File: config.mk
export PLATFORM = sky130hd
export DESIGN_NAME = trace_addr_streamer
export DESIGN_NICKNAME = d
export VERILOG_FILES = /design/src/rtl/trace_addr_streamer.sv
export SDC_FILE = /design/constraint.sdc
export NUM_CORES = 1
export LEC_CHECK = 0
export CAP_MARGIN = 20
export CORE_MARGIN = 2
export CORE_UTILIZATION = 40
export CTS_CLUSTER_SIZE = 16
export DETAILED_ROUTE_END_ITERATION = 16
export PLACE_DENSITY_LB_ADDON = 0.15
export SLEW_MARGIN = 0
export SYNTH_ARGS = -nofsm -noshare
export SYNTH_HDL_FRONTEND = slang
export SYNTH_SLANG_ARGS = --single-unit
File: constraint.sdc
create_clock -name clk -period 7.1 [get_ports clk]
set_input_delay 1.065 -clock clk [delete_from_list [all_inputs] [get_ports clk]]
set_output_delay 1.065 -clock clk [all_outputs]
set_load 0.02 [all_outputs]
File: src/rtl/trace_addr_streamer.sv
// trace_addr_streamer
//   Decodes a delta-encoded address trace and feeds the absolute addresses to
//   cache_controller. The first word after start is taken as an absolute address;
//   every later word is an unsigned delta added to the running address.
//   Decoded addresses are buffered in a small FIFO and presented on addr/rd_en,
//   popping whenever the cache signals cache_ready.
//
// Ports
//   clk, rst_n         clock (rising edge), asynchronous active-low reset
//   start              one-cycle pulse, begins a trace (IDLE/DONE only)
//   in_valid/in_ready  trace word handshake
//   in_data, in_last   trace word and final-word marker
//   addr, rd_en        absolute address to cache and its valid
//   cache_ready        cache consumes addr when rd_en && cache_ready
//   issued             addresses consumed since start (saturating)
//   busy, done         RUN/DRAIN and DONE state indications
//   wrap               sticky carry-out of a delta addition
module trace_addr_streamer #(
    parameter int unsigned ADDR_WIDTH = 32,
    parameter int unsigned DATA_WIDTH = 32,
    parameter int unsigned FIFO_DEPTH = 8
) (
    input  logic                  clk,
    input  logic                  rst_n,
    input  logic                  start,
    input  logic                  in_valid,
    output logic                  in_ready,
    input  logic [DATA_WIDTH-1:0] in_data,
    input  logic                  in_last,
    output logic [ADDR_WIDTH-1:0] addr,
    output logic                  rd_en,
    input  logic                  cache_ready,
    output logic [31:0]           issued,
    output logic                  busy,
    output logic                  done,
    output logic                  wrap
);

    localparam int unsigned PtrW = $clog2(FIFO_DEPTH);
    localparam logic [PtrW:0] FullCount = (PtrW + 1)'(FIFO_DEPTH);
    localparam logic [PtrW:0] OneCount  = (PtrW + 1)'(1);

    typedef enum logic [1:0] {StIdle, StRun, StDrain, StDone} state_e;

    state_e state_q, state_d;

    logic [ADDR_WIDTH-1:0] mem_q [FIFO_DEPTH];
    logic [PtrW-1:0]       wptr_q, rptr_q;
    logic [PtrW:0]         count_q;

    logic [ADDR_WIDTH-1:0] acc_q;
    logic [ADDR_WIDTH-1:0] last_q;    // last popped address, shown while empty
    logic                  first_q;
    logic                  wrap_q;
    logic [31:0]           issued_q;

    logic                  fifo_empty, fifo_full;
    logic                  push, pop, start_ok;
    logic [ADDR_WIDTH:0]   sum;
    logic [ADDR_WIDTH-1:0] acc_next;

    assign fifo_empty = (count_q == '0);
    assign fifo_full  = (count_q == FullCount);

    // No full-bypass: a pop in the same cycle does not open in_ready.
    assign in_ready = (state_q == StRun) && !fifo_full;
    assign push     = in_valid && in_ready;
    assign pop      = !fifo_empty && cache_ready;
    assign start_ok = start && ((state_q == StIdle) || (state_q == StDone));

    assign sum      = {1'b0, acc_q} + {1'b0, in_data[ADDR_WIDTH-1:0]};
    assign acc_next = first_q ? in_data[ADDR_WIDTH-1:0] : sum[ADDR_WIDTH-1:0];

    // Head comes straight from registered storage; no path from in_data.
    assign rd_en  = !fifo_empty;
    assign addr   = fifo_empty ? last_q : mem_q[rptr_q];
    assign issued = issued_q;
    assign wrap   = wrap_q;
    assign busy   = (state_q == StRun) || (state_q == StDrain);
    assign done   = (state_q == StDone);

    always_comb begin
        state_d = state_q;
        unique case (state_q)
            StIdle:  if (start) state_d = StRun;
            StRun:   if (push && in_last) state_d = StDrain;
            // DRAIN never pushes, so popping the single remaining entry empties the FIFO.
            StDrain: if (pop && (count_q == OneCount)) state_d = StDone;
            StDone:  if (start) state_d = StRun;
            default: state_d = StIdle;
        endcase
    end

    always_ff @(posedge clk or negedge rst_n) begin
        if (!rst_n) begin
            state_q <= StIdle;
        end else begin
            state_q <= state_d;
        end
    end

    // Storage array is not reset; only the pointers define its contents.
    always_ff @(posedge clk) begin
        if (push) begin
            mem_q[wptr_q] <= acc_next;
        end
    end

    always_ff @(posedge clk or negedge rst_n) begin
        if (!rst_n) begin
            wptr_q  <= '0;
            rptr_q  <= '0;
            count_q <= '0;
            last_q  <= '0;
        end else begin
            if (push) begin
                wptr_q <= wptr_q + 1'b1;
            end
            if (pop) begin
                rptr_q <= rptr_q + 1'b1;
                last_q <= mem_q[rptr_q];
            end
            unique case ({push, pop})
                2'b10:   count_q <= count_q + 1'b1;
                2'b01:   count_q <= count_q - 1'b1;
                default: count_q <= count_q;
            endcase
        end
    end

    always_ff @(posedge clk or negedge rst_n) begin
        if (!rst_n) begin
            acc_q    <= '0;
            first_q  <= 1'b1;
            wrap_q   <= 1'b0;
            issued_q <= '0;
        end else if (start_ok) begin
            // FIFO is already empty in IDLE/DONE, so only the decode state is cleared.
            acc_q    <= '0;
            first_q  <= 1'b1;
            wrap_q   <= 1'b0;
            issued_q <= '0;
        end else begin
            if (push) begin
                acc_q   <= acc_next;
                first_q <= 1'b0;
                if (!first_q && sum[ADDR_WIDTH]) begin
                    wrap_q <= 1'b1;
                end
            end
            if (pop && (issued_q != 32'hFFFF_FFFF)) begin
                issued_q <= issued_q + 32'd1;
            end
        end
    end

endmodule

Word-level counts from Yosys, hierarchy flattened
Memory sizes are Yosys's and may differ from the RTL's.
Cells that the tools add are included.
- memories: 1
- output and inout port bits: 69
- flip-flop bits (word level): 110
- RAM bits: 256
- word-level logic and storage cells: 67
- bits of input ports: 38
- memory list (name ; depth ; width ; rd ports ; clocked after Yosys merged registers in ; wr ports ; line ; source):
    mem_q ; 8 ; 32 ; 1 ; 0 ; 1 ; 47 ; logic [ADDR_WIDTH-1:0] mem_q [FIFO_DEPTH];
- muxes and demuxes: 18
- add/subtract/negate cells: 6
- equal/unequal tests: 11
- reduce and logical (&&, ||, !) cells: 22
- operators by type and width (kind ; number):
    32-bit two-way mux ; 6
    32-bit by 32-bit adder with 33-bit output ; 1
    32-bit by 1-bit adder with 32-bit output, second input constant ; 1
    32-bit != test, second input constant ; 1
    1-bit logical AND ; 8
    4-bit one-hot mux with 2 select lines ; 1
    2-bit nonzero test ; 4
    1-bit two-way mux ; 7
    3-bit by 1-bit adder with 3-bit output, second input constant ; 2
    2-bit equality test, second input constant ; 3
    2-bit two-way mux ; 3
    2-bit by 1-bit != test with 1-bit output, second input constant ; 3
    2-bit one-hot mux with 3 select lines ; 1
    4-bit by 1-bit adder with 4-bit output, second input constant ; 1
    2-bit by 1-bit equality test with 1-bit output, second input constant ; 2
    4-bit by 1-bit equality test with 1-bit output, second input constant ; 1
    4-bit equality test, second input constant ; 1
    4-bit logical NOT ; 1
    4-bit by 1-bit subtractor with 4-bit output, second input constant ; 1
    1-bit logical NOT ; 3
    3-bit AND reduction ; 1
    2-bit logical NOT ; 1
    1-bit logical OR ; 2
    2-bit AND reduction ; 1
    2-bit OR reduction ; 1

Longest topological paths before layout
Gate-level depths: netlist of the first run.
- word-level depth: 7
- depth in mapped cells: 12

Worst setup path after synthesis of the first run
Ideal clock, no wire load.
- kind: reg2reg
- start: register count_q[0]
- end: memory mem_q[2][0], enable pin
- slack: 1.616 ns
- path buffers: 1
- clock period less this slack: 5.484 ns
- data required time: 6.587 ns
- stages on the path, launching flop included: 8
- arrival time: 4.971 ns
- path through: dfrtp_1 > inv_1 > ha_1 > a31oi_1 > and2_1 > inv_1 > clkbuf_1 > nor4b_1
- longest elaborated chain between the ends: 6
- ends and longest elaborated chain (what ; line ; source):
    start: declaration ; 49 ; logic [PtrW:0] count_q;
    start signal: assignment ; 124 ; 2'b10: count_q <= count_q + 1'b1;
    start signal: assignment ; 125 ; 2'b01: count_q <= count_q - 1'b1;
    start signal: assignment ; 126 ; default: count_q <= count_q;
    4-bit equality test ; 63 ; assign fifo_full = (count_q == FullCount);
    1-bit logical NOT ; 66 ; assign in_ready = (state_q == StRun) && !fifo_full;
    1-bit logical AND ; 66 ;
    via in_ready ; 27 ; output logic in_ready,
    1-bit logical AND ; 67 ; assign push = in_valid && in_ready;
    1-bit two-way mux ; 104 ; if (push) begin
    1-bit two-way mux (not written as such) ; 105 ; mem_q[wptr_q] <= acc_next;
    end: declaration ; 47 ;
The timed path passes the listed nets, and every way through them passes these cells.

Final worst setup path of the first run
- start: register rptr_q[1]
- end: output addr[13]
- longest elaborated chain between the ends: 2
- ends and longest elaborated chain (what ; line ; source):
    start: declaration ; 48 ; logic [PtrW-1:0] wptr_q, rptr_q;
    start signal: assignment ; 120 ; rptr_q <= rptr_q + 1'b1;
    memory read 8 x 32 bit ; -- ;
    32-bit two-way mux ; 76 ; assign addr = fifo_empty ? last_q : mem_q[rptr_q];
    end: declaration ; 30 ; output logic [ADDR_WIDTH-1:0] addr,
No other way between the ends.

==> metrics.cfg, run 1 <==
[routing]
drtPass1Iterations = 5
drc = 0
drtIter0Drc = 810
vias_per_cell = 5.47
drt-total-wl_um = 40100
avgRoutedWirePerCell_um = 20.8
ant_nets = 0
vias = 10500

[clocking]
clk_latency_ps = 560
postCtsHoldBufs = 0
cts_tree = done
clock-sinks = 366
h-tree-depth = 2
cts_inserted_buffers = 40
cts_buffer_depth = 3
postCtsSetupBuffers = 0
cts-resized-gates = 0
cts_root_buf = clkbuf_16
clk_pin_slew_worst_paths_ps = 60

[timing]
finalCritPeriodShare_pct = 65.3
setup_viol = 0
fin_crit_ps = 4640
slew_violations = 0
hold_viol = 0
relSlewSlack_pct = 27.1
skew_ps = 17.5
rsz0062_at_grt = no
setup_tns_ps = 0
worst_slack_ps = 2460
timing.fmax_mhz = 216
tightest_slew_ps = 1080

[critical_path]
path_buf_inv = 2
crit_required_ps = 6030
cpPeakStageDelay_ps = 860
cp_max_fo = 36
crit_path_cell_trace = buf_4 > mux4_2 > mux2i_1 > a21oi_1 > clkdlybuf4s50_1
end_kind = output port
crit_type = flop to output port
critPathTopFamily = buffers and inverters
cpMaxStageDelayCell = dfrtp_2
cp.arrival_ps = 3570
start_kind = flop

[synthesis]
async_reset_ff_share_pct = 30.1
avgSynthCellArea_um2 = 13.5
synth_compound_area_share_pct = 9.53
synth_flop_cell = edfxtp_1
ys_types = 72
netlist_area_um2 = 16800
synth.area.mux_share_pct = 11.1
yosysMostFrequentCell = edfxtp_1
synth.yosys.seq_area_share_pct = 62.3
yosys_warnings = 0
synthSimpleGateAreaFrac_pct = 9.10
synth_top_area_share_pct = 45.9
synth_edf_count = 256
synth_xor_area_share_pct = 2.61
synth_top_family_by_area = multiplexers
synth_seq_cells = 366
yosys-top-cells-area = edfxtp_1, dfrtp_1, mux4_2
syn_nets = 1328
synth_top_area_cell = edfxtp_1
synth_fa_ha_area_share_pct = 3.33
yosys-top-cells-count = edfxtp_1, nor2_1, a21oi_1, dfrtp_1, nand2_1
syn_inst = 1246

[global_routing]
grt_pass1_wl_um = 62400
grt.overflow.total = 0
grt_usage_pct = 18.7
grt_max_degree = 72
first_global_vias = 10600
antenna_found_initial = 1

[power_and_ir_drop]
clkPwrFrac_pct = 23.2
p_int_mw = 5.46
ir_worst_vdd_mv = 0.236
swShare_pct = 36.3
leakage_nw = 7.28
power.density_nw_per_um2 = 434
combPwrFrac_pct = 40.3
p_switching_mw = 3.11
power_frac_seq_pct = 36.5

[placement]
hpwl_um = 24500
dpl_worst_slack_ps = 2640
port_buffers = 106
gp_congestion = 0.812
dp_cells = 1842

[run]
maxCapViolations = 0

[floorplanning]
core_um2 = 41100
ios = 107
die_h_um = 209
fp.dieW_um = 209
num_rows = 74
initial_utilization_pct = 40.8
dieArea_um2 = 43600

[cells_and_area]
instances_no_fill = 1924
drive_gt1_share_pct = 13.5
area_growth_pct = 17.9
num-nets-final = 1441
fillCellCount = 3729

[outcome]
status = complete, no violations

[worst_hold_path]
hp-class = flop to flop

cell families after synthesis:
group,after synthesis
flip-flops,366
AND/OR/NAND/NOR,344
AO/OA/AOI/OAI,252
multiplexers,106
buffers and inverters,84
XOR/XNOR,50
adder cells (fa/ha/maj),44
power by group through the flow:
stage | sequential [mW] | combinational, mW | clock, mW
after floorplan | 3.03 | 2.38 | 0
after global placement | 3.24 | 3.34 | 0
after CTS | 3.21 | 3.39 | 2.04
after global routing | 3.18 | 3.80 | 2.12
final | 3.13 | 3.45 | 1.99
after detailed placement | 3.25 | 3.38 | 0
per-layer routing:
layer  share of wire, %  routed length [µm]  vias up  track usage (%)
li1                   -                   -     4917                -
met1                 48               19200     5312             27.7
met2                 46               18300      245             28.9
met3                5.0                1980       44             2.92
met4                1.5                 615        0             4.56
met5                  0                   0        -                0
sequential cells by signal (all words and copies together), names as in the netlist:
name and count:
issued 32, state_q 2, wrap 1, wptr_q 3, mem_q 256, count_q 4, rptr_q 3, acc_q 32
last_q 32, first_q 1
final timing paths:
check,startpoint,endpoint,slack [ps],cells past startpoint
max,rptr_q[1],addr[13],2460,5
min,count_q[3],count_q[3],500,1
max reg2reg,count_q[0],issued[25],3560,10
min reg2reg,count_q[3],count_q[3],500,1
max in group asynchronous,rst_n,rptr_q[0],5050,2
min in group asynchronous,rst_n,issued[19],630,1
final cells by class:
class                   instances  area (µm²)  share of cell area (%)
clock buffers                  55        1100                    5.56
repair buffers                136        1300                    6.56
clock inverters                18         144                   0.728
flip-flops and latches        366       10400                    52.9
inverters                      19        71.3                   0.361
well taps                     532         666                    3.37
diodes                          2        5.00                  0.0253
multi-input cells             796        6040                    30.5
metrics by stage:
step           power (mW)  util (%)  instance area, µm²  hold WS (ps)
2_1_floorplan        5.42         -               16800           463
3_3_place_gp         6.58      44.9               18400           486
3_5_place_dp         6.63      44.9               18500           485
4_1_cts              8.64      47.9               19700           498
5_1_grt              9.10      48.1               19800           515
6_report             8.57      48.1               19800           498
cell usage in the layout, fill, tap and decap left out, types with 13 or more instances in the layout:
cell,n
a21o_1,21
nor3_1,15
ha_1,43
mux4_2,64
mux2i_1,37
xor2_1,19
nor2_1,149
inv_1,18
o21ai_0,41
buf_4,23
clkdlybuf4s50_1,105
nand2_1,92
nand3_1,25
xnor2_1,31
dfrtp_1,106
edfxtp_1,256
o21a_1,14
clkbuf_1,13
a21oi_1,109
clkbuf_16,42
or3_1,13
Power figures use the tool's default switching activity.
==> inputs of run 2 (changes only) <==
Clock period 7.1 ns to 4.2 ns, I/O delays scaled along.
==> metrics.cfg, run 2 (same netlist as run 1, synthesis figures left out) <==
[outcome]
status = complete, no violations

[power_and_ir_drop]
clkPwrFrac_pct = 23.8  ; +0.6 points
power.total_mw = 14.7  ; +72%
swShare_pct = 35.8  ; -0.50 points
combPwrFrac_pct = 40.6  ; +0.3 points
power_frac_seq_pct = 35.6  ; -0.9 points
p_switching_mw = 5.27  ; +69%
ir_worst_vdd_mv = 0.427  ; +81%
leakage_nw = 7.38  ; +1.4%
power.density_nw_per_um2 = 737  ; +70%
p_int_mw = 9.44  ; +73%

[cells_and_area]
final_common_cell = edfxtp_1
final_area_um2 = 20000  ; +0.99%
most-common-layout-cells = edfxtp_1, nor2_1, a21oi_1
drive_gt1_share_pct = 14.1  ; +0.68 points
utilization_pct = 48.6  ; +0.47 points
instances_no_fill = 1934  ; +0.52%
largest_reg_flops = 256  ; unchanged
num-nets-final = 1451  ; +0.69%
area_growth_pct = 19.1
largest-register = mem_q

[global_routing]
first_global_vias = 10500  ; -0.49%
grt.overflow.total = 0  ; unchanged
grt_pass1_wl_um = 60900  ; -2.3%
grt_max_degree = 69  ; -4.2%
grt_usage_pct = 18.1  ; -0.57 points
antenna_found_initial = 2  ; +1

[floorplanning]
fp.dieW_um = 209  ; unchanged
core_um2 = 41100  ; unchanged
die_h_um = 209  ; unchanged
ios = 107  ; unchanged
dieArea_um2 = 43600  ; unchanged
num_rows = 74  ; unchanged
initial_utilization_pct = 40.8  ; unchanged

[critical_path]
start_kind = flop
cp.arrival_ps = 3060  ; -510 ps
r2r_setup_slack_ps = 1040  ; -2520 ps
cp_max_fo = 33  ; -8.3%
cpPeakStageDelay_ps = 640  ; -220 ps
cpMaxStageDelayCell = clkdlybuf4s50_1
critPathTopFamily = buffers and inverters
end_kind = output port
crit_type = flop to output port
crit_required_ps = 3570  ; -2460 ps
crit_path_cell_trace = inv_1 > ha_1 > nand2_2 > buf_4 > nor2_1 > a21oi_1 > clkdlybuf4s50_1
path_buf_inv = 3  ; +1

[timing]
hold_viol = 0  ; unchanged
skew_ps = 17.1  ; -0.421 ps
timing.fmax_mhz = 271
tightest_slew_ps = 1040  ; -42.3 ps
rsz0062_at_grt = no
setup_viol = 0  ; unchanged
slew_violations = 0  ; unchanged
finalCritPeriodShare_pct = 88.0
relSlewSlack_pct = 30.0  ; +2.8 points
fin_crit_ps = 3690

[clocking]
cts_tree = done
cts_inserted_buffers = 40  ; unchanged
clock-sinks = 366  ; unchanged
cts_root_buf = clkbuf_16
postCtsSetupBuffers = 0  ; unchanged
clk_latency_ps = 560  ; about the same
cts-resized-gates = 0  ; unchanged
cts_buffer_depth = 3  ; unchanged
postCtsHoldBufs = 0  ; unchanged
clk_pin_slew_worst_paths_ps = 60  ; about the same
h-tree-depth = 2  ; unchanged

[routing]
drtPass1Iterations = 5  ; unchanged
ant_nets = 0  ; unchanged
drc = 0  ; unchanged
drtIter0Drc = 696  ; -14%
avgRoutedWirePerCell_um = 20.3  ; -2.4%
vias_per_cell = 5.42  ; -0.86%
drt-total-wl_um = 39300  ; -1.9%
vias = 10500  ; -0.34%

[placement]
gp_congestion = 0.843  ; +3.7%
port_buffers = 106  ; unchanged
hpwl_um = 25500  ; +4.0%
dpl_cell_area_um2 = 18600  ; +0.97%
dp_cells = 1857  ; +0.81%

[run]
maxCapViolations = 0  ; unchanged

[worst_hold_path]
hp-class = input port to asynchronous set/reset pin

==> run 2: cell count changes in the layout (fill, tap and decap cells not counted), sizes merged <==
cell,previous run,this run
buf,27,39
bufinv,1,3
clkbuf,59,63
clkinv,14,6
clkinvlp,2,1
diode,2,1
inv,20,22
==> run 2: metal layers <==
| metal | track usage [%] | share of wire [%] | vias to the layer above | wire, µm |
|---|---|---|---|---|
| li1 | - | - | 4929 | - |
| met1 | 26.0 | 47 | 5265 | 18600 |
| met2 | 28.8 | 46 | 231 | 18200 |
| met3 | 3.13 | 4.6 | 57 | 1820 |
| met4 | 4.46 | 1.7 | 0 | 672 |
| met5 | 0 | 0 | - | 0 |
==> run 2: layout make-up <==
class / count / area [µm²]
Fill cell: 3668 / 21100
Sequential cell: 366 / 10400
Multi-Input combinational cell: 796 / 6060
Timing Repair Buffer: 146 / 1400
Clock buffer: 61 / 1130
Tap cell: 532 / 666
Clock inverter: 13 / 185
Inverter: 19 / 71.3
Antenna cell: 1 / 2.50
==> run 2: path summary, 6_finish.rpt <==
check / start / end / depth (start not counted)
setup / recovery: count_q[0] / addr[23] / 7
hold / removal: rst_n / issued[5] / 1
setup reg to reg: acc_q[8] / mem_q[7][17] / 9
hold reg to reg: count_q[3] / count_q[3] / 1
max in group asynchronous: rst_n / acc_q[20] / 2
min in group clk: count_q[3] / count_q[3] / 1
==> run 2: stage by stage <==
| stage | hold WS [ps] | setup TNS [ps] | setup WS (ps) |
|---|---|---|---|
| after detailed placement | 483 | 0 | 197 |
| after floorplan | 334 | -42710 | -410 |
| after CTS | 54.9 | 0 | 396 |
| after global routing | 84.0 | 0 | 270 |
| final | 53.5 | 0 | 505 |
| after global placement | 483 | 0 | 312 |
==> run 2: power by group through the flow <==
stage | Sequential [mW] | Combinational, mW | Clock (mW)
after floorplan | 5.13 | 4.04 | 0
after global placement | 5.30 | 5.96 | 0
after detailed placement | 5.32 | 6.03 | 0
after CTS | 5.25 | 6.05 | 3.60
after global routing | 5.31 | 6.56 | 3.73
final | 5.24 | 5.98 | 3.50
==> inputs of run 3 (changes only) <==
Settings changed: SETUP_SLACK_MARGIN from default to 0.4.
==> metrics.cfg, run 3 (same netlist as run 1, synthesis figures left out) <==
[cells_and_area]
utilization_pct = 48.6  ; about the same
most-common-layout-cells = edfxtp_1, nor2_1, a21oi_1
final_area_um2 = 20000  ; about the same
num-nets-final = 1451  ; unchanged
instances_no_fill = 1933  ; -0.052%
area_growth_pct = 19.2  ; about the same
final_common_cell = edfxtp_1
largest-register = mem_q
fillCellCount = 3671  ; +0.082%
drive_gt1_share_pct = 14.2  ; +0.071 points
insertedDiodeCount = 0  ; -1
largest_reg_flops = 256  ; unchanged

[power_and_ir_drop]
p_int_mw = 9.45  ; about the same
combPwrFrac_pct = 40.6  ; about the same
ir_worst_vdd_mv = 0.427  ; about the same
clkPwrFrac_pct = 23.8  ; about the same
power.total_mw = 14.7  ; about the same
power.density_nw_per_um2 = 737  ; about the same
leakage_nw = 7.38  ; about the same
p_switching_mw = 5.27  ; about the same
swShare_pct = 35.8  ; about the same
power_frac_seq_pct = 35.6  ; about the same

[clocking]
clk_pin_slew_worst_paths_ps = 60  ; about the same
h-tree-depth = 2  ; unchanged
cts_buffer_depth = 3  ; unchanged
cts_root_buf = clkbuf_16
cts_tree = done
postCtsHoldBufs = 0  ; unchanged
cts_inserted_buffers = 40  ; unchanged
clk_latency_ps = 560  ; about the same
clock-sinks = 366  ; unchanged

[critical_path]
cp.arrival_ps = 2990  ; -70 ps
start_kind = flop
cpPeakStageDelay_ps = 570  ; -70 ps
cpMaxStageDelayCell = mux4_2
crit_required_ps = 3570  ; about the same
end_kind = output port
cp_max_fo = 43  ; +30%
crit_type = flop to output port
crit_path_cell_trace = buf_12 > mux4_2 > mux2i_1 > a21oi_1 > clkdlybuf4s50_1

[global_routing]
grt_usage_pct = 18.1  ; unchanged
grt.overflow.total = 0  ; unchanged
antenna_found_initial = 2  ; unchanged
first_global_vias = 10500  ; unchanged
grt_max_degree = 69  ; unchanged
grt_pass1_wl_um = 60900  ; unchanged

[routing]
vias = 10500  ; +0.12%
ant_nets = 0  ; unchanged
drt-total-wl_um = 39300  ; -0.12%
met3_length_um = 1920  ; +5.4%
drtPass1Iterations = 5  ; unchanged
avgRoutedWirePerCell_um = 20.3  ; about the same
met1_length_um = 18500  ; -0.30%
highest_layer = met4
wl_met2_um = 18200  ; -0.22%
drc = 0  ; unchanged
vias_per_cell = 5.43  ; +0.18%
drtIter0Drc = 669  ; -3.9%

[placement]
dp_cells = 1857  ; unchanged
hpwl_um = 25500  ; unchanged
gp_congestion = 0.843  ; unchanged
port_buffers = 106  ; unchanged
dpl_worst_slack_ps = 197  ; unchanged
dpl_cell_area_um2 = 18600  ; unchanged

[timing]
skew_ps = 16.4  ; -0.648 ps
worst_slack_ps = 577  ; +72.0 ps
hold_slack_ps = 55.0  ; +1.47 ps
rsz0062_at_grt = no
timing.fmax_mhz = 276  ; +2.0%
fin_crit_ps = 3620  ; -72.0 ps
setup_viol = 0  ; unchanged
setup_tns_ps = 0  ; unchanged
relSlewSlack_pct = 30.0  ; about the same
slew_violations = 0  ; unchanged
hold_viol = 0  ; unchanged
finalCritPeriodShare_pct = 86.3  ; -1.7 points
tightest_slew_ps = 1040  ; +0.00766 ps

[floorplanning]
fp.dieW_um = 209  ; unchanged
initial_utilization_pct = 40.8  ; unchanged
ios = 107  ; unchanged
core_um2 = 41100  ; unchanged
dieArea_um2 = 43600  ; unchanged
die_h_um = 209  ; unchanged
num_rows = 74  ; unchanged

[run]
maxCapViolations = 0  ; unchanged

[worst_hold_path]
hp-class = input port to asynchronous set/reset pin

[outcome]
status = complete, no violations

==> run 3: cell types whose count changed in the layout (fill, tap and decap cells not counted), sizes merged <==
cell,change
diode,-1
==> run 3: final cells by class <==
class,instances,area [µm²],share of cell area (%)
repair buffers,146,1400,6.99
inverters,19,71.3,0.357
flip-flops and latches,366,10500,52.3
clock buffers,61,1130,5.66
well taps,532,666,3.33
clock inverters,13,185,0.927
multi-input cells,796,6070,30.4
==> run 3: power by group through the flow <==
stage,registers (mW),logic (mW),clock network (mW)
CTS,5.25,6.05,3.60
finish,5.24,5.98,3.50
floorplan,5.13,4.04,0
global route,5.31,6.57,3.73
detailed placement,5.32,6.03,0
global placement,5.30,5.96,0
==> run 3: path summary, 6_finish.rpt <==
path | slack, ps | from | to | cells past startpoint
worst max-delay path | 580 | rptr_q[0] | addr[31] | 5
worst min-delay path | 50 | rst_n | issued[5] | 1
worst max register to register | 1050 | acc_q[8] | mem_q[7][17] | 9
worst min register to register | 490 | count_q[3] | count_q[3] | 1
max in group asynchronous | 3180 | rst_n | acc_q[20] | 2
min in group clk | 490 | count_q[3] | count_q[3] | 1
==> run 3: worst max-delay path: cells and delay by family (launching register included) <==
family / cells / cell delay, ps
muxes: 2 / 980
AOI/OAI and AO/OA: 1 / 130
DFF: 1 / 420
buffers and inverters: 2 / 850
==> run 3: per-layer routing <==
layer	up-vias	track usage, %
met3	53	3.13
met5	-	0
li1	4927	-
met4	0	4.46
met2	244	28.8
met1	5271	26.0
==> run 3: timing repair <==
action,in CTS,in global routing
setup buffers,0,0
gates resized for setup,1,2
setup endpoints to repair,1,1
